`config.mk`:
```
export PLATFORM = sky130hd
export DESIGN_NAME = ser_add
export DESIGN_NICKNAME = d
export VERILOG_FILES = /design/src/rtl/ser_add.sv
export SDC_FILE = /design/constraint.sdc
export NUM_CORES = 1
export LEC_CHECK = 0
export ABC_CLOCK_PERIOD_IN_PS = 4100
export BUFFER_PORTS_ARGS = -buffer_cell sky130_fd_sc_hd__buf_4
export CAP_MARGIN = 20
export CORE_MARGIN = 2
export CORE_UTILIZATION = 59
export DETAILED_ROUTE_END_ITERATION = 8
export HOLD_SLACK_MARGIN = 0.1
export PLACE_DENSITY = 0.85
export REMOVE_ABC_BUFFERS = 1
export SYNTH_ARGS = -nofsm -noshare
export SYNTH_HDL_FRONTEND = slang
export SYNTH_SLANG_ARGS = --single-unit
```
`constraint.sdc`:
```
create_clock -name clk -period 4.1 [get_ports clk]
set_input_delay 0.41 -clock clk [delete_from_list [all_inputs] [get_ports clk]]
set_output_delay 0.41 -clock clk [all_outputs]
set_load 0.005 [all_outputs]
```
`src/rtl/ser_add.sv`:
```
`default_nettype none
// ============================================================================
// Module  : ser_add
// Brief   : Bit-serial unsigned adder, one full-adder bit per clock, LSB first.
// Revision: 1.0
// ============================================================================
module ser_add #(
   parameter int WIDTH = 8
) (
   input  logic             clk,
   input  logic             reset,
   input  logic [WIDTH-1:0] A,
   input  logic [WIDTH-1:0] B,
   output logic [WIDTH-1:0] Sum,
   output logic             Cout
);

   localparam int CNT_W = $clog2(WIDTH) + 1;
   localparam logic [CNT_W-1:0] CNT_LAST = CNT_W'(WIDTH - 1);

   typedef enum logic [1:0] {
      ST_LOAD = 2'd0,
      ST_ADD  = 2'd1,
      ST_DONE = 2'd2
   } state_t;

   state_t           state_q, state_d;
   logic [WIDTH-1:0] sa_q, sa_d;
   logic [WIDTH-1:0] sb_q, sb_d;
   logic [WIDTH-1:0] ss_q, ss_d;
   logic             c_q, c_d;
   logic [CNT_W-1:0] cnt_q, cnt_d;
   logic [WIDTH-1:0] sum_q, sum_d;
   logic             cout_q, cout_d;
   logic             w_s;
   logic             w_carry;

   always_comb begin
      state_d = state_q;
      sa_d    = sa_q;
      sb_d    = sb_q;
      ss_d    = ss_q;
      c_d     = c_q;
      cnt_d   = cnt_q;
      sum_d   = sum_q;
      cout_d  = cout_q;
      w_s     = sa_q[0] ^ sb_q[0] ^ c_q;
      w_carry = (sa_q[0] & sb_q[0]) | (sa_q[0] & c_q) | (sb_q[0] & c_q);

      case (state_q)
         ST_LOAD: begin
            sa_d    = A;
            sb_d    = B;
            c_d     = 1'b0;
            cnt_d   = '0;
            state_d = ST_ADD;
         end
         ST_ADD: begin
            c_d   = w_carry;
            sa_d  = sa_q >> 1;
            sb_d  = sb_q >> 1;
            // New bit enters at the MSB so the first computed bit lands at the LSB.
            ss_d  = WIDTH'({w_s, ss_q} >> 1);
            cnt_d = cnt_q + 1'b1;
            if (cnt_q == CNT_LAST) begin
               sum_d   = WIDTH'({w_s, ss_q} >> 1);
               cout_d  = w_carry;
               state_d = ST_DONE;
            end
         end
         ST_DONE: begin
            state_d = ST_DONE;
         end
         default: begin
            state_d = ST_LOAD;
         end
      endcase
   end

   always_ff @(posedge clk or negedge reset) begin
      if (!reset) begin
         state_q <= ST_LOAD;
         sa_q    <= '0;
         sb_q    <= '0;
         ss_q    <= '0;
         c_q     <= 1'b0;
         cnt_q   <= '0;
         sum_q   <= '0;
         cout_q  <= 1'b0;
      end else begin
         state_q <= state_d;
         sa_q    <= sa_d;
         sb_q    <= sb_d;
         ss_q    <= ss_d;
         c_q     <= c_d;
         cnt_q   <= cnt_d;
         sum_q   <= sum_d;
         cout_q  <= cout_d;
      end
   end

   assign Sum  = sum_q;
   assign Cout = cout_q;

endmodule
`default_nettype wire

```
==> impl_metrics.ini, run 1 <==
[detailed_routing]
vias = 1056
drtIter0Drc = 19
dr.pass1.iters = 4
avgViaCountPerCell = 5.558
ant_nets = 0
wirelength_um = 2843
drcViolationCount = 0
wl_per_cell_um = 14.96

[sta]
clock_skew_ns = 0.006469
finalSetupTns_ns = 0
max_slew_margin = 0.2878
clock.fmax_ghz = 0.4882
period_share = 0.4996
tightest_slew_ns = 1.068
hold_viol = 0
final-max-slew-violation-count = 0
layout_min_cycle_time_ns = 2.048
finalSetupViolations = 0
rsz0062_at_grt = no

[worst_setup_path]
path_buf_inv = 2
cpPeakStageDelay_ns = 0.74
startpoint_type = register
cp_top_family = adder cells
path_cells = inv_1, ha_1, buf_4, mux2_2
path_depth = 4
worstSetupPathType = register to register
reg2reg_depth = 4
slowest_stage = ha_1
end_kind = register
path_max_fanout = 27
cp_data_arrival_time_ns = 2.28
required_ns = 4.34

[pwr]
p_clk_frac = 0.258
peakVddDrop_uv = 281.5
p_int_w = 0.0005239
sequentialPowerShare = 0.633
sw_frac_of_total = 0.2328
p_per_area_nw_per_um2 = 350.3
switchingPower_w = 0.0001590
leakagePower_nw = 0.8920
power_frac_comb = 0.109

[cells_and_area]
layout.nets = 182
stdcell_count = 190
drive_gt1_frac = 0.3208
fill_cells = 199
syn2layout_area_growth_pct = 15.07
final_cell_mix = dfrtp_1, buf_4, mux2_2
final_area_sq_um = 1949
final_common_cell = dfrtp_1
antenna_cells = 0

[clock_tree]
ctsRootBufferMaster = clkbuf_4
cts.sink_count = 39
cts_tree = yes
cts.reportedPaths.clkPinSlew_ns = 0.10
cts_resized = 0
htree_num_levels = 2
cts_buffers = 5
clkLatencyLatePin_ns = 0.35
cts.path.max_buffers = 2
post_cts_buffers = 0

[placed_design]
postPlaceCellArea_sq_um = 1898
numPortBuffers = 26
gp_congestion = 0.7537
place_inst = 183
dp_hpwl_um = 2000

[floorplan]
die-area_sq_um = 3316
start_util = 0.6197
core_area_sq_um = 2734
fp.dieH_um = 57.59
rows = 19
die_x_um = 57.59
floorplan.io_pins = 27

[synth]
synthesis.area_sq_um = 1694
netlist_instances = 132
ys_ff_latch = 39
seq_area_frac_synth = 0.5761
synth_cell_type_count = 21
syn_avg_cell_area_sq_um = 12.83
ys_warn_count = 0

[run_status]
status = completed

[job]
maxCapViolCount = 0

[global_route]
grt_overflow = 0
grt_max_degree = 40
antenna_found_initial = 0
grt_first_pass_wirelength_um = 4940
grt_use_total = 0.2020
grt_pass1_vias = 1088

[hold_path]
hold_path_depth = 3
holdCritPathClass = primary input to register
[sequential cells by signal, summed over array words and instances (netlist names)]
register / cells
Cout: 1
Sum: 8
c_q: 1
cnt_q: 4
sa_q: 8
sb_q: 8
ss_q: 7
state_q: 2
[metrics by stage]
stage / total power, W / util / hold WS [ns] / setup slack [ns]
global placement: 0.0005093 / 0.6943 / 0.3969 / 2.125
CTS: 0.0006908 / 0.7130 / 0.2934 / 2.043
detailed placement: 0.0005154 / 0.6943 / 0.4048 / 2.052
floorplan: 0.0004614 / - / 0.1144 / 2.072
global route: 0.0007129 / 0.7130 / 0.3096 / 1.830
finish: 0.0006829 / 0.7130 / 0.3051 / 2.052
[path summary, 6_finish.rpt]
path / startpoint / end / slack (ns)
max: state_q[1]$_DFFE_PN0P_ / ss_q[2]$_DFFE_PN0P_ / 2.05
min reg2reg: sa_q[4]$_DFFE_PN0P_ / sa_q[3]$_DFFE_PN0P_ / 0.49
max in group asynchronous: reset / ss_q[2]$_DFFE_PN0P_ / 3.20
min in group asynchronous: reset / ss_q[7]$_DFFE_PN0P_ / 0.56
min: A[7] / sa_q[7]$_DFFE_PN0P_ / 0.31
max reg2reg: state_q[1]$_DFFE_PN0P_ / ss_q[2]$_DFFE_PN0P_ / 2.05
[cell type report]
cell class                 instances  area, sq um  area share
tap                               31        38.79     0.01990
multi-input combinational         84        673.1      0.3453
sequential                        39        975.9      0.5006
inverter                           2        7.507    0.003851
timing repair buffer              28        212.7      0.1091
clock buffer                       6        41.29     0.02118
[cell usage after synthesis]
master    number  area, sq um
clkbuf_1       2        7.510
nand2b_1       2        12.51
a21o_1         1        7.510
fa_1           1        20.02
a22o_1         2        17.52
dfrtp_1       39        975.9
nand4b_4       1        23.77
xor2_1         1        8.760
nor2_1         3        11.26
buf_4          2        15.01
nand3_1        1        5.000
inv_1          2        7.510
mux2_2        18        202.7
o21ai_0       15        75.07
buf_2          3        15.01
nor3b_1        1        7.510
nand2_1       16        60.06
xnor2_1        1        8.760
o21ai_1        1        5.000
ha_1           3        37.54
mux2i_1       17        170.2
[layer usage]
| layer | part of all wire | global-route usage | vias up |
|---|---|---|---|
| li1 | - | - | 507 |
| met1 | 0.44 | 0.2619 | 520 |
| met2 | 0.50 | 0.3149 | 21 |
| met3 | 0.042 | 0.04762 | 8 |
| met4 | 0.025 | 0.1096 | 0 |
| met5 | 0 | 0 | - |
[power by group through the flow]
stage	clock, W	sequential, W	combinational [W]
3_3_place_gp	0	0.000438	0.0000715
3_5_place_dp	0	0.000440	0.0000752
4_1_cts	0.000182	0.000432	0.0000761
5_1_grt	0.000195	0.000437	0.0000813
2_1_floorplan	0	0.000436	0.0000259
6_report	0.000176	0.000432	0.0000743
[worst reg2reg max path: cells and delay by family (launching register included)]
kind | cells | cell delay (ns)
adder cells (fa/ha/maj) | 1 | 0.74
multiplexers | 1 | 0.36
buffers and inverters | 2 | 0.44
flip-flops | 1 | 0.39
[cell families after synthesis]
kind of cell / share of synthesized area
AOI/OAI and AO/OA: 0.06204
adders and majority gates: 0.03398
buffers and inverters: 0.02659
muxes: 0.2201
DFF: 0.5761
xor gates and xnor gates: 0.01034
and+or+nand+nor: 0.07090
[repair_timing]
item | 4_1_cts | 5_1_grt
setup endpoints to repair | 0 | 0
hold buffers | 1 | 0
endpoints found under the hold margin | 39 | 0
(Power assumes the default switching activity.)
==> inputs of run 2 (changes only) <==
ABC_CLOCK_PERIOD_IN_PS = 1900   (was 4100)
CORE_UTILIZATION = 55   (was 59)
PLACE_DENSITY = 0.8   (was 0.85)
clock period = 1.9 ns   (was 4.1 ns; I/O delays follow)
==> run 2 against run 1 <==
Non-clock buffer count increased by 5. Die area rose by 6.8%. Cell area up 3.9%. Clock power grew to 3.0 times the previous value. Combinational power rose by 120%. Wire length grew 0.98%. Flip-flop and latch count unchanged. Largest cell class unchanged. Sequential power up 120%. Register-to-register slack got worse by 1.6 ns. Worst setup slack got worse by 1.6 ns. Utilization down 3.9 points.
==> impl_metrics.ini, run 2 (same netlist as run 1, synthesis figures left out) <==
[sta]
rsz0062_at_grt = no
final-max-slew-violation-count = 0
clock_skew_ns = 0.01098
period_share = 0.7646
layout_min_cycle_time_ns = 1.453
clock.fmax_ghz = 0.6883
max_slew_margin = 0.6773
tightest_slew_ns = 0.4840
finalSetupViolations = 0
hold_viol = 0
setup_slack_ns = 0.4472

[detailed_routing]
drtIter0Drc = 38
vias = 1104
dr.pass1.iters = 4
wirelength_um = 2871
ant_nets = 0
drcViolationCount = 0
wl_per_cell_um = 14.50
avgViaCountPerCell = 5.576

[pwr]
power_frac_comb = 0.100
sw_frac_of_total = 0.2125
leakagePower_nw = 0.9309
p_clk_frac = 0.323
switchingPower_w = 0.0003434
peakVddDrop_uv = 559.4
sequentialPowerShare = 0.577
p_per_area_nw_per_um2 = 798.3
p_int_w = 0.001273
power.total_w = 0.001616

[cells_and_area]
syn2layout_area_growth_pct = 19.50
final_util = 0.6742
register_area_sq_um = 975.9
layout.nets = 187
final_cell_mix = dfrtp_1, buf_4, mux2_2
final_area_sq_um = 2024
final_common_cell = dfrtp_1
multiInputGateArea_sq_um = 673.1
drive_gt1_frac = 0.3333
fill_cells = 229
antenna_cells = 0

[run_status]
status = completed

[placed_design]
gp_congestion = 0.7320
place_ws_ns = 0.4568
dp_hpwl_um = 2100
postPlaceCellArea_sq_um = 1923
numPortBuffers = 26

[clock_tree]
htree_num_levels = 2
clkLatencyLatePin_ns = 0.34
post_cts_buffers = 0
cts.path.max_buffers = 2
cts.reportedPaths.clkPinSlew_ns = 0.11
cts_buffers = 5
cts_tree = yes
ctsRootBufferMaster = clkbuf_4
cts.sink_count = 39

[global_route]
grt_overflow = 0
grt_max_degree = 40
grt_use_total = 0.1946
grt_pass1_vias = 1103
antenna_found_initial = 0
grt_first_pass_wirelength_um = 4995

[floorplan]
floorplan.io_pins = 27
die_x_um = 59.50
core_area_sq_um = 3003
fp.dieH_um = 59.50
rows = 20
start_util = 0.5642
die-area_sq_um = 3540

[job]
maxCapViolCount = 0

[worst_setup_path]
end_kind = register
cp_data_arrival_time_ns = 1.69
startpoint_type = register
worstSetupPathType = register to register
required_ns = 2.14
path_max_fanout = 22

[hold_path]
holdCritPathClass = primary input to register
## run 2: cell count changes in the layout (fill, tap and decap cells not counted)
cell / before / now
buf_4: 27 / 30
dlygate4sd3_1: 1 / 3
bufinv_16: 0 / 1
## run 2: power groups by stage
stage          Clock (W)  Combinational, W  Sequential [W]
5_1_grt         0.000582          0.000180        0.000940
3_5_place_dp           0          0.000160        0.000950
6_report        0.000522          0.000162        0.000932
4_1_cts         0.000543          0.000163        0.000933
2_1_floorplan          0         0.0000558        0.000940
3_3_place_gp           0          0.000154        0.000942
## run 2: timing repair
action / CTS / global route
resized for setup: 0 / 0
hold endpoints to repair: 40 / 1
hold buffers: 2 / 1
## run 2: worst max-delay path, stage by stage (launching register included)
cell and delay [ns]:
dfrtp_1 0.39, inv_1 0.07, ha_1 0.24, buf_4 0.27, mux2_2 0.37
## run 2: through the flow
stage	hold slack [ns]	TNS, ns	cells
after global routing	0.1306	0	198
final	0.1467	0	198
after floorplan	-0.1056	-1.337	125
after global placement	0.1819	0	188
after detailed placement	0.1878	0	188
after CTS	0.1020	0	197
## run 2: final timing paths
path	from	to	slack, ns	depth (start not counted)
worst max-delay path	state_q[1]$_DFFE_PN0P_	ss_q[3]$_DFFE_PN0P_	0.45	4
worst min-delay path	B[4]	sb_q[4]$_DFFE_PN0P_	0.15	3
worst max register to register	state_q[1]$_DFFE_PN0P_	ss_q[3]$_DFFE_PN0P_	0.45	4
worst min register to register	sb_q[7]$_DFFE_PN0P_	sb_q[6]$_DFFE_PN0P_	0.50	2
max in group asynchronous	reset	sa_q[6]$_DFFE_PN0P_	1.22	2
min in group asynchronous	reset	Sum[7]$_DFFE_PN0P_	0.35	2
## run 2: layout make-up
class / count / share of cell area
timing repair buffer: 33 / 0.1261
inverter: 2 / 0.003708
multi-input combinational: 84 / 0.3325
clock buffer: 6 / 0.02040
tap: 33 / 0.02040
sequential: 39 / 0.4821
clock inverter: 1 / 0.01483
## run 2: metal layers
layer | GRT usage | up-vias | part of all wire
met5 | 0 | - | 0
met4 | 0.06984 | 0 | 0.016
met3 | 0.06550 | 6 | 0.045
met2 | 0.3359 | 26 | 0.53
met1 | 0.2246 | 553 | 0.41
li1 | - | 519 | -
==> inputs of run 3 (changes only) <==
ABC_CLOCK_PERIOD_IN_PS = 1500   (was 1900)
clock period = 1.5 ns   (was 1.9 ns; I/O delays follow)
==> run 3 against run 2 <==
Critical path depth unchanged. Clock skew decreased by 0.0059 ns. Count of clock-buffer cells in the layout decreased by 1. Die area unchanged. Utilization increased by 2.8 points. Total power increased by 18%. Cell area increased by 4.1%. Maximum frequency increased by 4.3%.
==> impl_metrics.ini, run 3 (same netlist as run 1, synthesis figures left out) <==
[run_status]
status = completed

[hold_path]
holdCritPathClass = primary input to register
hold_path_depth = 3

[sta]
finalSetupViolations = 0
final-max-slew-violation-count = 0
tightest_slew_ns = 0.4791
clock_skew_ns = 0.005063
whs_ns = 0.1097
max_slew_margin = 0.6806
hold_viol = 0
layout_min_cycle_time_ns = 1.393
clock.fmax_ghz = 0.7181
period_share = 0.9284
rsz0062_at_grt = no

[global_route]
grt_overflow = 0
grt_pass1_vias = 1097
antenna_found_initial = 0
grt_use_total = 0.1823
grt_first_pass_wirelength_um = 4698
grt_max_degree = 40

[floorplan]
floorplan.io_pins = 27
die_x_um = 59.50
rows = 20
fp.dieH_um = 59.50
start_util = 0.5642
die-area_sq_um = 3540
core_area_sq_um = 3003

[detailed_routing]
avgViaCountPerCell = 5.369
wirelength_um = 2728
ant_nets = 0
vias = 1106
dr.pass1.iters = 4
wl_per_cell_um = 13.24
drtIter0Drc = 11
drcViolationCount = 0

[pwr]
power.total_w = 0.001901
peakVddDrop_uv = 527.3
leakagePower_nw = 0.9542
p_per_area_nw_per_um2 = 901.5

[worst_setup_path]
path_max_fanout = 4
startpoint_type = register
cp_data_arrival_time_ns = 1.62
end_kind = register
reg2reg_depth = 4
worstSetupPathType = register to register
required_ns = 1.73

[cells_and_area]
drive_gt1_frac = 0.3353
antenna_cells = 0
layout.nets = 194
syn2layout_area_growth_pct = 24.45
register_area_sq_um = 975.9
final_cell_mix = dfrtp_1, buf_4, mux2_2
final_common_cell = dfrtp_1
multiInputGateArea_sq_um = 678.2
fill_cells = 217

[clock_tree]
ctsRootBufferMaster = clkbuf_4
cts_tree = yes
cts.reportedPaths.clkPinSlew_ns = 0.11
clkLatencyLatePin_ns = 0.34
post_cts_buffers = 0
cts_buffers = 5
htree_num_levels = 2
cts.sink_count = 39
cts.path.max_buffers = 2

[placed_design]
dp_hpwl_um = 1830
numPortBuffers = 26
gp_congestion = 0.7147

[job]
maxCapViolCount = 0
[run 3: changes by cell type in the layout (fill, tap and decap cells not counted), sizes merged]
cell / delta
buf: -1
bufinv: -1
clkbuf: -1
clkinv: +3
dlygate4sd3: +8
[run 3: stage by stage]
stage | TNS [ns] | utilization | std cells | cell area (sq um) | setup WS (ns)
finish | 0 | 0.7021 | 206 | 2108 | 0.1074
global route | 0 | 0.7021 | 206 | 2108 | 0.02621
CTS | 0 | 0.7004 | 206 | 2103 | 0.03763
detailed placement | 0 | 0.6463 | 187 | 1941 | 0.04578
global placement | 0 | 0.6463 | 187 | 1941 | 0.1199
floorplan | -12.43 | - | 125 | 1657 | -0.5283
[run 3: per-layer routing]
layer	wire length [um]	vias to the layer above	GRT usage
met5	0	-	0
met4	34	0	0.06667
met3	112	4	0.05240
met2	1470	25	0.3265
met1	1111	543	0.2046
li1	-	534	-
[run 3: final cells by class]
type                       instances  area share
inverter                           2    0.003561
tap                               33     0.01958
multi-input combinational         84      0.3217
clock inverter                     3    0.007122
timing repair buffer              40      0.1674
sequential                        39      0.4629
clock buffer                       5     0.01780
[run 3: worst paths after layout]
| kind | startpoint | endpoint | slack (ns) |
|---|---|---|---|
| setup / recovery | cnt_q[0]$_DFFE_PN0P_ | state_q[0]$_DFFE_PN0P_ | 0.11 |
| hold / removal | B[3] | sb_q[3]$_DFFE_PN0P_ | 0.11 |
| setup reg to reg | cnt_q[0]$_DFFE_PN0P_ | state_q[0]$_DFFE_PN0P_ | 0.11 |
| hold reg to reg | sa_q[6]$_DFFE_PN0P_ | sa_q[5]$_DFFE_PN0P_ | 0.50 |
| max in group asynchronous | reset | ss_q[4]$_DFFE_PN0P_ | 0.87 |
| min in group asynchronous | reset | Sum[6]$_DFFE_PN0P_ | 0.30 |
[run 3: report_power, final]
| group | total, W | internal (W) | switching (W) |
|---|---|---|---|
| Combinational | 0.000220 | 0.000152 | 0.0000680 |
| Clock | 0.000505 | 0.000174 | 0.000331 |
| Sequential | 0.00118 | 0.00113 | 0.0000458 |
[run 3: timing repair]
item                                    4_1_cts  5_1_grt
endpoints found under the hold margin        49        0
resized for setup                             0        2
endpoints found under the setup margin        0       18
hold buffers                                 11        0
[run 3: worst max-delay path: stages, from the launching register on]
cell	delay [ns]
dfrtp_1	0.43
ha_2	0.26
nand2_1	0.06
o21ai_1	0.18
mux2_2	0.36
